==> src/rtl/fetch_ctrl_pkg.sv <==
// Shared types for the fetch sequencer: FSM state encoding and buffer control bundle.
package fetch_ctrl_pkg;

  localparam int INSTR_WIDTH = 32;

  typedef enum logic [1:0] {
    FETCH_ST_IDLE    = 2'd0,
    FETCH_ST_REQ     = 2'd1,
    FETCH_ST_HOLD    = 2'd2,
    FETCH_ST_DISCARD = 2'd3
  } fetch_st_e;

  typedef struct packed {
    logic flush;    // drop both entries
    logic load;     // memory data into the output slot
    logic skid;     // memory data into the skid entry
    logic pop;      // skid entry into the output slot
    logic consume;  // output slot taken by ID with nothing replacing it
  } buf_ctrl_t;

endpackage

==> src/rtl/fetch_buf.sv <==
// Two-entry instruction buffer: output slot seen by ID plus one skid entry
// that catches a memory return arriving while ID is stalled.
module fetch_buf
  import fetch_ctrl_pkg::*;
#(
  parameter int ADDR_W = INSTR_WIDTH,
  parameter int DATA_W = INSTR_WIDTH
) (
  input  logic              clk,
  input  logic              rst,
  input  buf_ctrl_t         i_ctrl,
  input  logic [DATA_W-1:0] i_data,
  input  logic [ADDR_W-1:0] i_pc,
  output logic [DATA_W-1:0] o_data,
  output logic [ADDR_W-1:0] o_pc,
  output logic              o_valid,
  output logic              o_full
);

  logic [DATA_W-1:0] r_out_data, r_skid_data;
  logic [ADDR_W-1:0] r_out_pc, r_skid_pc;
  logic              r_out_valid, r_skid_valid;

  always_ff @(posedge clk) begin
    if (rst) begin
      r_out_data   <= '0;
      r_out_pc     <= '0;
      r_out_valid  <= 1'b0;
      r_skid_data  <= '0;
      r_skid_pc    <= '0;
      r_skid_valid <= 1'b0;
    end else if (i_ctrl.flush) begin
      r_out_valid  <= 1'b0;
      r_skid_valid <= 1'b0;
    end else begin
      if (i_ctrl.pop) begin
        r_out_data   <= r_skid_data;
        r_out_pc     <= r_skid_pc;
        r_out_valid  <= 1'b1;
        r_skid_valid <= 1'b0;
      end else if (i_ctrl.load) begin
        r_out_data  <= i_data;
        r_out_pc    <= i_pc;
        r_out_valid <= 1'b1;
      end else if (i_ctrl.consume) begin
        r_out_valid <= 1'b0;
      end
      if (i_ctrl.skid) begin
        r_skid_data  <= i_data;
        r_skid_pc    <= i_pc;
        r_skid_valid <= 1'b1;
      end
    end
  end

  assign o_data  = r_out_data;
  assign o_pc    = r_out_pc;
  assign o_valid = r_out_valid;
  assign o_full  = r_skid_valid;

endmodule

==> src/rtl/fetch_ctrl.sv <==
// Fetch sequencer: one memory request per PC, PC frozen while memory or ID
// stalls, wrong-path returns dropped after a flush.
module fetch_ctrl
  import fetch_ctrl_pkg::*;
#(
  parameter int ADDR_W = INSTR_WIDTH,
  parameter int DATA_W = INSTR_WIDTH
) (
  input  logic              clk,
  input  logic              rst,
  input  logic [ADDR_W-1:0] W_IF_PC,
  input  logic              W_ID_stall,
  input  logic              W_flush,
  output logic              W_pc_stall,
  output logic              W_imem_req,
  output logic [ADDR_W-1:0] W_imem_addr,
  input  logic              W_imem_ack,
  input  logic [DATA_W-1:0] W_imem_rdata,
  output logic [DATA_W-1:0] W_instr,
  output logic [ADDR_W-1:0] W_instr_pc,
  output logic              W_instr_valid
);

  fetch_st_e         r_state, w_state_next;
  logic [ADDR_W-1:0] r_addr;
  logic              w_load_addr;
  logic              w_buf_full;
  logic              w_consume;
  buf_ctrl_t         w_ctrl;

  assign w_consume = W_instr_valid && !W_ID_stall;

  always_ff @(posedge clk) begin
    if (rst) begin
      r_state <= FETCH_ST_IDLE;
      r_addr  <= '0;
    end else begin
      r_state <= w_state_next;
      if (w_load_addr) r_addr <= W_IF_PC;
    end
  end

  // Address load and PC release are the same event, so PC and request never diverge.
  always_comb begin
    w_state_next = r_state;
    w_load_addr  = 1'b0;
    w_ctrl       = '0;
    case (r_state)
      FETCH_ST_IDLE: begin
        w_ctrl.flush = W_flush;
        w_load_addr  = 1'b1;
        w_state_next = FETCH_ST_REQ;
      end
      FETCH_ST_REQ: begin
        if (W_flush) begin
          w_ctrl.flush = 1'b1;
          w_load_addr  = 1'b1;
          // An outstanding request cannot be withdrawn; wait out its ack.
          w_state_next = W_imem_ack ? FETCH_ST_REQ : FETCH_ST_DISCARD;
        end else if (W_imem_ack) begin
          if (!W_instr_valid || !W_ID_stall) begin
            w_ctrl.load = 1'b1;
            w_load_addr = 1'b1;
          end else begin
            w_ctrl.skid  = 1'b1;
            w_state_next = FETCH_ST_HOLD;
          end
        end else begin
          w_ctrl.consume = w_consume;
        end
      end
      FETCH_ST_HOLD: begin
        if (W_flush) begin
          w_ctrl.flush = 1'b1;
          w_load_addr  = 1'b1;
          w_state_next = FETCH_ST_REQ;
        end else if (!W_ID_stall) begin
          w_ctrl.pop     = w_buf_full;
          w_ctrl.consume = !w_buf_full;
          w_load_addr    = 1'b1;
          w_state_next   = FETCH_ST_REQ;
        end
      end
      FETCH_ST_DISCARD: begin
        if (W_flush) begin
          w_ctrl.flush = 1'b1;
          w_load_addr  = 1'b1;
        end else if (W_imem_ack) begin
          w_state_next = FETCH_ST_REQ;
        end
      end
      default: w_state_next = FETCH_ST_IDLE;
    endcase
  end

  always_comb begin
    W_imem_req = (r_state == FETCH_ST_REQ) || (r_state == FETCH_ST_DISCARD);
    W_pc_stall = rst || !w_load_addr;
  end

  assign W_imem_addr = r_addr;

  fetch_buf #(
    .ADDR_W(ADDR_W),
    .DATA_W(DATA_W)
  ) u_buf (
    .clk    (clk),
    .rst    (rst),
    .i_ctrl (w_ctrl),
    .i_data (W_imem_rdata),
    .i_pc   (r_addr),
    .o_data (W_instr),
    .o_pc   (W_instr_pc),
    .o_valid(W_instr_valid),
    .o_full (w_buf_full)
  );

endmodule

==> config.mk <==
export PLATFORM = sky130hd
export DESIGN_NAME = fetch_ctrl
export DESIGN_NICKNAME = d
export VERILOG_FILES = /design/src/rtl/fetch_ctrl_pkg.sv /design/src/rtl/fetch_buf.sv /design/src/rtl/fetch_ctrl.sv
export SDC_FILE = /design/constraint.sdc
export NUM_CORES = 1
export LEC_CHECK = 0
export CAP_MARGIN = 15
export CELL_PAD_IN_SITES_DETAIL_PLACEMENT = 0
export CELL_PAD_IN_SITES_GLOBAL_PLACEMENT = 2
export CORE_UTILIZATION = 30
export DETAILED_ROUTE_END_ITERATION = 10
export DONT_BUFFER_PORTS = 1
export GPL_ROUTABILITY_DRIVEN = 0
export MAX_ROUTING_LAYER = met4
export PLACE_DENSITY_LB_ADDON = 0.1
export REMOVE_ABC_BUFFERS = 1
export SYNTH_ARGS = -nofsm -noshare
export SYNTH_HDL_FRONTEND = slang
export SYNTH_SLANG_ARGS = --single-unit
==> constraint.sdc <==
create_clock -name clk -period 4 [get_ports clk]
set_clock_uncertainty 0.15 [all_clocks]
set_input_delay 0.2 -clock clk [delete_from_list [all_inputs] [get_ports clk]]
set_output_delay 0.2 -clock clk [all_outputs]
set_load 0.02 [all_outputs]
### Yosys cells after proc, flatten, opt, wreduce, memory -nomap -nowiden

Cells that the tools add are included.

* input port bits: 69
* bits in registers: 164
* output and inout port bits: 99

* reduce and logical (&&, ||, !) cells: 17
* eq/ne operators: 8
* multiplexer cells: 36
* bitwise gates (word level): 1

Operators by type and width (count)
* 32-bit 2-to-1 mux: 4
* 2-bit 2-to-1 mux: 13
* 1-bit 2-to-1 mux: 15
* 3-bit != test, second input constant: 3
* 2-bit case mux with 4 select lines: 1
* 5-bit AND reduction: 1
* 2-bit equality test, second input constant: 2
* 1-bit logical NOT: 4
* 2-bit != test, second input constant: 2
* 1-bit case mux with 2 select lines: 2
* 1-bit case mux with 4 select lines: 1
* 2-bit AND reduction: 2
* 2-bit nonzero test: 2
* 1-bit logical OR: 3
* 3-bit nonzero test: 1
* 3-bit OR reduction: 1
* 2-bit by 1-bit equality test with 1-bit output, second input constant: 1
* 2-bit logical NOT: 1
* 2-bit OR reduction: 1
* 1-bit logical AND: 1
* 1-bit inverter: 1

### Logic depth before layout (Yosys ltp)

* depth after elaboration: 8
* mapped depth: 8

### Modules after synthesis

From an unflattened synthesis, not the netlist that was laid out.

* cell total of the unflattened synthesis: 676
* area total of the unflattened synthesis: 6656.4 sq um

Modules (own cells, without submodules)
* fetch_buf: area each 4948.5 sq um, times used 1, seq. area each 2602.5 sq um, cells an instance 502
* fetch_ctrl: area each 1707.9 sq um, times used 1, seq. area each 680.7 sq um, cells an instance 174

### Worst setup path before layout

Ideal clock, no wire load.

* path type: reg-to-reg
* from: register r_state[0]
* to: register r_addr[2] (netlist: W_imem_addr[2])
* cell stages (with the launch flop): 8
* clock period less this slack: 1768 ps
* arrival time: 1547 ps
* slack: 2232 ps
* setup time: 71 ps
* cells stage by stage: dfxtp_1 inv_1 ha_1 o21ai_0 o211a_1 buf_2 nand2_1 a21oi_1

* longest elaborated chain between the ends: 2
* elaborated cells between the ends (all ways): 5

RTL lines
* from (decl): line fetch_ctrl.sv:24 `fetch_st_e r_state, w_state_next;`
* from (signal assigned): line fetch_ctrl.sv:38 `r_state <= w_state_next;`
* 2-bit equality test (tied with other cells): line fetch_ctrl.sv:48 `case (r_state)`
* 1-bit case mux with 4 select lines (*): line fetch_ctrl.sv:48
* to (signal assigned): line fetch_ctrl.sv:36 `r_addr <= '0;`
* to (signal assigned): line fetch_ctrl.sv:39 `if (w_load_addr) r_addr <= W_IF_PC;`
* to (decl): line fetch_ctrl.sv:25 `logic [ADDR_W-1:0] r_addr;`

Mark *: on every way between the ends. The rest lies on a longest branch, timed or not.
A chain may end at the register's enable or synchronous reset.

### Worst setup path in the final report

* from: register r_state[1]
* to: register u_buf.r_out_data[2] (netlist: u_buf.o_data[2])

* longest elaborated chain between the ends: 5
* elaborated cells between the ends (all ways): 12

RTL lines
* 2-bit by 1-bit equality test with 1-bit output / 2-bit equality test (equally long branches): line fetch_ctrl.sv:48
* 3-bit OR reduction (no source line)
* 1-bit case mux with 2 select lines: line fetch_ctrl.sv:48
* 1-bit inverter (no source line)
* 2-bit AND reduction (no source line)
* to (signal assigned): line fetch_buf.sv:37 `r_out_data <= r_skid_data;`
* to (signal assigned): line fetch_buf.sv:42 `r_out_data <= i_data;`
* to (decl): line fetch_buf.sv:20 `logic [DATA_W-1:0] r_out_data, r_skid_data;`

Parallel ways exist; a longest one is shown, timed or not.

==> metrics.txt <==
# TYPE chip_impl_metric gauge
chip_impl_metric{name="final-setup-viol-count",unit=""} 0
chip_impl_metric{name="worstSkewPairLatency",unit="ns"} 0.42
chip_impl_metric{name="grt_pass1_wl",unit="mm"} 28.9
chip_impl_metric{name="finish.net_count",unit=""} 919
chip_impl_metric{name="antennaDiodeCount",unit=""} 0
chip_impl_metric{name="timing_worst_slew_pin_value",unit="ns"} 0.927
chip_impl_metric{name="synthesis.instances",unit=""} 814
chip_impl_metric{name="timing_max_transition_violations_final",unit=""} 0
chip_impl_metric{name="number_of_synthesis_warnings",unit=""} 0
chip_impl_metric{name="async_flop_share",unit=""} 0
chip_impl_metric{name="max_freq",unit="GHz"} 0.329
chip_impl_metric{name="postCtsResizedCells",unit=""} 0
chip_impl_metric{name="vias_in_the_first_global_route",unit=""} 5224
chip_impl_metric{name="synth-edff-count",unit=""} 0
chip_impl_metric{name="clock_sinks",unit=""} 164
chip_impl_metric{name="synth-compound-area-share",unit=""} 0.212
chip_impl_metric{name="clkTransAtPathRegs",unit="ns"} 0.07
chip_impl_metric{name="critical_path_peak_fanout",unit=""} 36
chip_impl_metric{name="synth_area_per_cell",unit="sq um"} 8.18
chip_impl_info{name="worstSetupStartpointType",value="flop"} 1
chip_impl_metric{name="synth_seq_area_share",unit=""} 0.493
chip_impl_metric{name="area_share_of_xor_xnor_cells_in_the_synthesized_design",unit=""} 0
chip_impl_info{name="crit_type",value="reg -> reg"} 1
chip_impl_info{name="worstSetupStartpoint",value="r_state[1]"} 1
chip_impl_metric{name="post-place-ws",unit="ns"} 1.44
chip_impl_metric{name="cts_inserted_buffers",unit=""} 17
chip_impl_metric{name="synthesis_to_layout_area_growth",unit="%"} 22.3
chip_impl_metric{name="synth_seq_cells",unit=""} 164
chip_impl_metric{name="yosys.area_share.simple",unit=""} 0.235
chip_impl_info{name="synthDominantAreaCellType",value="sky130_fd_sc_hd__dfxtp_1"} 1
chip_impl_info{name="biggest_area_contributors_in_the_synthesized_netlist",value="sky130_fd_sc_hd__dfxtp_1 49%, sky130_fd_sc_hd__nand2_1 18%, sky130_fd_sc_hd__a311oi_2 9.9%, sky130_fd_sc_hd__a21oi_1 7.4%, sky130_fd_sc_hd__nor2_1 3.7%"} 1
chip_impl_metric{name="dpl.cell_count",unit=""} 1037
chip_impl_metric{name="number_of_different_library_cells_in_the_post_synthesis_netlist",unit=""} 31
chip_impl_metric{name="grt_util_all_layers",unit=""} 0.172
chip_impl_metric{name="die_height",unit="um"} 151
chip_impl_metric{name="total_leakage_power",unit="nW"} 2.86
chip_impl_metric{name="synth_area",unit="sq um"} 6660
chip_impl_metric{name="setup-tns-final",unit="ns"} 0
chip_impl_info{name="grt_setup_unrepaired",value="no"} 1
chip_impl_metric{name="finalNonFillerCells",unit=""} 1139
chip_impl_metric{name="synthMuxAreaShare",unit=""} 0
chip_impl_metric{name="fp.coreArea",unit="sq um"} 21800
chip_impl_metric{name="slew_headroom",unit=""} 0.382
chip_impl_info{name="min_path_type",value="in -> reg"} 1
chip_impl_metric{name="cp.arrival",unit="ns"} 3.26
chip_impl_metric{name="r2r_slack",unit="ns"} 0.96
chip_impl_metric{name="drt_first_pass_iters",unit=""} 4
chip_impl_metric{name="avgViaCountPerCell",unit=""} 4.95
chip_impl_metric{name="port-buffer-count",unit=""} 0
chip_impl_info{name="rr_startpoint",value="r_state[1]"} 1
chip_impl_info{name="run_status",value="finished, final reports clean"} 1
chip_impl_metric{name="dp.final_hpwl",unit="mm"} 10.6
chip_impl_metric{name="multi_input_comb_area",unit="sq um"} 3050
chip_impl_metric{name="detail_route.drc_violations",unit=""} 0
chip_impl_metric{name="drive_gt1_frac",unit=""} 0.107
chip_impl_metric{name="timing.hold.worst_path_depth",unit=""} 4
chip_impl_metric{name="cts_max_path_buffers",unit=""} 2
chip_impl_info{name="synth_top_family_by_area",value="simple AND/OR/NAND/NOR gates"} 1
chip_impl_metric{name="netlist.area_leader.share",unit=""} 0.493
chip_impl_metric{name="fin_crit_sh",unit=""} 0.761
chip_impl_metric{name="dieArea",unit="sq um"} 22800
chip_impl_metric{name="timing.critical_path.required",unit="ns"} 4.22
chip_impl_metric{name="ant_nets",unit=""} 0
chip_impl_metric{name="post-cts-setup-buffers",unit=""} 0
chip_impl_info{name="crit_path_end",value="u_buf.o_data[2]"} 1
chip_impl_metric{name="fin_crit",unit="ns"} 3.04
chip_impl_info{name="cts.root.buffer_cell",value="sky130_fd_sc_hd__clkbuf_16"} 1
chip_impl_metric{name="vdd_drop_max",unit="mV"} 0.232
chip_impl_metric{name="num_vias",unit=""} 5636
chip_impl_metric{name="postLayoutSetupSlackWorst",unit="ns"} 0.957
chip_impl_metric{name="routed_wire_length_per_instance",unit="um"} 16.6
chip_impl_metric{name="clock_tree.htree_level_count",unit=""} 4
chip_impl_info{name="worstReg2RegEnd",value="u_buf.o_data[2]"} 1
chip_impl_info{name="synth_ff_type",value="sky130_fd_sc_hd__dfxtp_1"} 1
chip_impl_metric{name="antenna_found_initial",unit=""} 0
chip_impl_metric{name="floorplan.initialDensity",unit=""} 0.305
chip_impl_metric{name="power_density",unit="nW/um^2"} 475
chip_impl_info{name="tritoncts",value="built"} 1
chip_impl_metric{name="die_width",unit="um"} 151
chip_impl_metric{name="globalRoute.totalOverflow",unit=""} 0
chip_impl_metric{name="top_level_ports",unit=""} 168
chip_impl_info{name="timing.critical_path.to_type",value="flop"} 1
chip_impl_metric{name="cap_viol_max_count",unit=""} 0
chip_impl_metric{name="synth_adder_area_share",unit=""} 0.00752
chip_impl_metric{name="rows",unit=""} 54
chip_impl_metric{name="grt_start_max_net_pins",unit=""} 164
chip_impl_metric{name="worst-r2r-cell-count",unit=""} 8
chip_impl_metric{name="final-seq-area",unit="sq um"} 3280
chip_impl_metric{name="route.final.wire_length",unit="mm"} 18.9
chip_impl_metric{name="finalHoldViolCount",unit=""} 0
chip_impl_metric{name="detail_route.iter0.violations",unit=""} 288
chip_impl_metric{name="final.fill_count",unit=""} 2247
-- cell usage after synthesis (2+ instances only) --
cell type	count
sky130_fd_sc_hd__clkbuf_1	25
sky130_fd_sc_hd__nand2_1	323
sky130_fd_sc_hd__a21oi_1	98
sky130_fd_sc_hd__nor2_1	66
sky130_fd_sc_hd__buf_4	9
sky130_fd_sc_hd__ha_1	4
sky130_fd_sc_hd__o21ai_0	2
sky130_fd_sc_hd__nand2b_1	3
sky130_fd_sc_hd__a311oi_2	44
sky130_fd_sc_hd__buf_2	30
sky130_fd_sc_hd__inv_1	4
sky130_fd_sc_hd__a311oi_1	21
sky130_fd_sc_hd__nand3_1	3
sky130_fd_sc_hd__dfxtp_1	164
sky130_fd_sc_hd__buf_6	2
-- how the worst min path moves through the flow --
stage / from / end / slack [ns]
2_1_floorplan: rst / u_buf.o_data[0] / 0.12
3_3_place_gp: W_flush / u_buf.o_valid / 0.13
3_5_place_dp: W_flush / u_buf.o_valid / 0.13
4_1_cts: W_ID_stall / r_state[0] / 0.02
5_1_grt: W_ID_stall / r_state[1] / 0.04
6_report: W_ID_stall / r_state[0] / 0.04
-- metal layers --
metal  global-route usage  share of wire  routed length, um  up-vias
met5                    -              0                  0        -
met3               0.0461          0.064               1210       17
met2                0.270           0.45               8580      142
met1                0.214           0.47               8960     2690
met4               0.0510          0.010                195        0
li1                     -              -                  -     2787
-- critical path, stage by stage, from the launching register on --
cell,delay [ns]
sky130_fd_sc_hd__dfxtp_1,0.34
sky130_fd_sc_hd__inv_1,0.09
sky130_fd_sc_hd__ha_1,0.21
sky130_fd_sc_hd__nor2b_4,0.27
sky130_fd_sc_hd__and3_2,0.70
sky130_fd_sc_hd__buf_12,0.31
sky130_fd_sc_hd__nand2_1,0.10
sky130_fd_sc_hd__a311oi_2,0.22
sky130_fd_sc_hd__dlygate4sd3_1,0.56
-- report_power, final --
part,internal (mW),leakage (nW),switching (mW),total (mW)
clock,1.02,0.295,0.696,1.72
combinational,0.132,1.23,0.188,0.320
sequential,1.69,1.33,0.135,1.83
-- cells by family after synthesis --
logic type               count (synthesis)
AND/OR/NAND/NOR                        403
AO/OA/AOI/OAI                          172
flip-flops                             164
buffers and inverters                   71
adder cells (fa/ha/maj)                  4
-- metrics by stage --
stage                     area (sq um)  total power, mW   util  hold WS (ns)
after floorplan                   6320             1.99      -         0.118
after global placement            6800             2.08  0.312         0.130
after detailed placement          6820             2.10  0.312         0.129
after CTS                         8140             3.93  0.373        0.0156
after global routing              8140             4.03  0.373        0.0429
final                             8140             3.87  0.373        0.0409
-- sequential cells by signal, summed over array words and instances (netlist names) --
signal	flops
W_imem_addr	32
u_buf.o_data	32
u_buf.o_pc	32
u_buf.r_skid_data	32
u_buf.r_skid_pc	32
r_state	2
u_buf.o_full	1
u_buf.o_valid	1
-- placed cells by master (no fill, tap or decap), types with 2 or more instances in the layout --
cell type	count
sky130_fd_sc_hd__nand2_1	323
sky130_fd_sc_hd__dfxtp_1	164
sky130_fd_sc_hd__a21oi_1	98
sky130_fd_sc_hd__dlygate4sd3_1	69
sky130_fd_sc_hd__nor2_1	66
sky130_fd_sc_hd__a311oi_2	44
sky130_fd_sc_hd__a311oi_1	21
sky130_fd_sc_hd__clkbuf_16	17
sky130_fd_sc_hd__buf_4	5
sky130_fd_sc_hd__inv_1	4
sky130_fd_sc_hd__ha_1	4
sky130_fd_sc_hd__nand2b_1	3
sky130_fd_sc_hd__clkinv_4	3
sky130_fd_sc_hd__clkbuf_1	3
sky130_fd_sc_hd__bufinv_16	3
sky130_fd_sc_hd__buf_12	3
sky130_fd_sc_hd__o21ai_0	2
sky130_fd_sc_hd__nand3_4	2
sky130_fd_sc_hd__nand3_1	2
sky130_fd_sc_hd__clkbuf_8	2
sky130_fd_sc_hd__inv_6	2
-- cell type report --
type | instances | share of cell area
sequential | 164 | 0.403
multi-input combinational | 579 | 0.375
timing repair buffer | 79 | 0.102
clock buffer | 22 | 0.0570
tap | 280 | 0.0430
clock inverter | 10 | 0.0180
inverter | 5 | 0.00230
-- repair_timing --
action	4_1_cts	5_1_grt
hold buffers	70	0
hold endpoints to repair	164	0
endpoints found under the setup margin	0	0
Power figures use the tool's default switching activity.
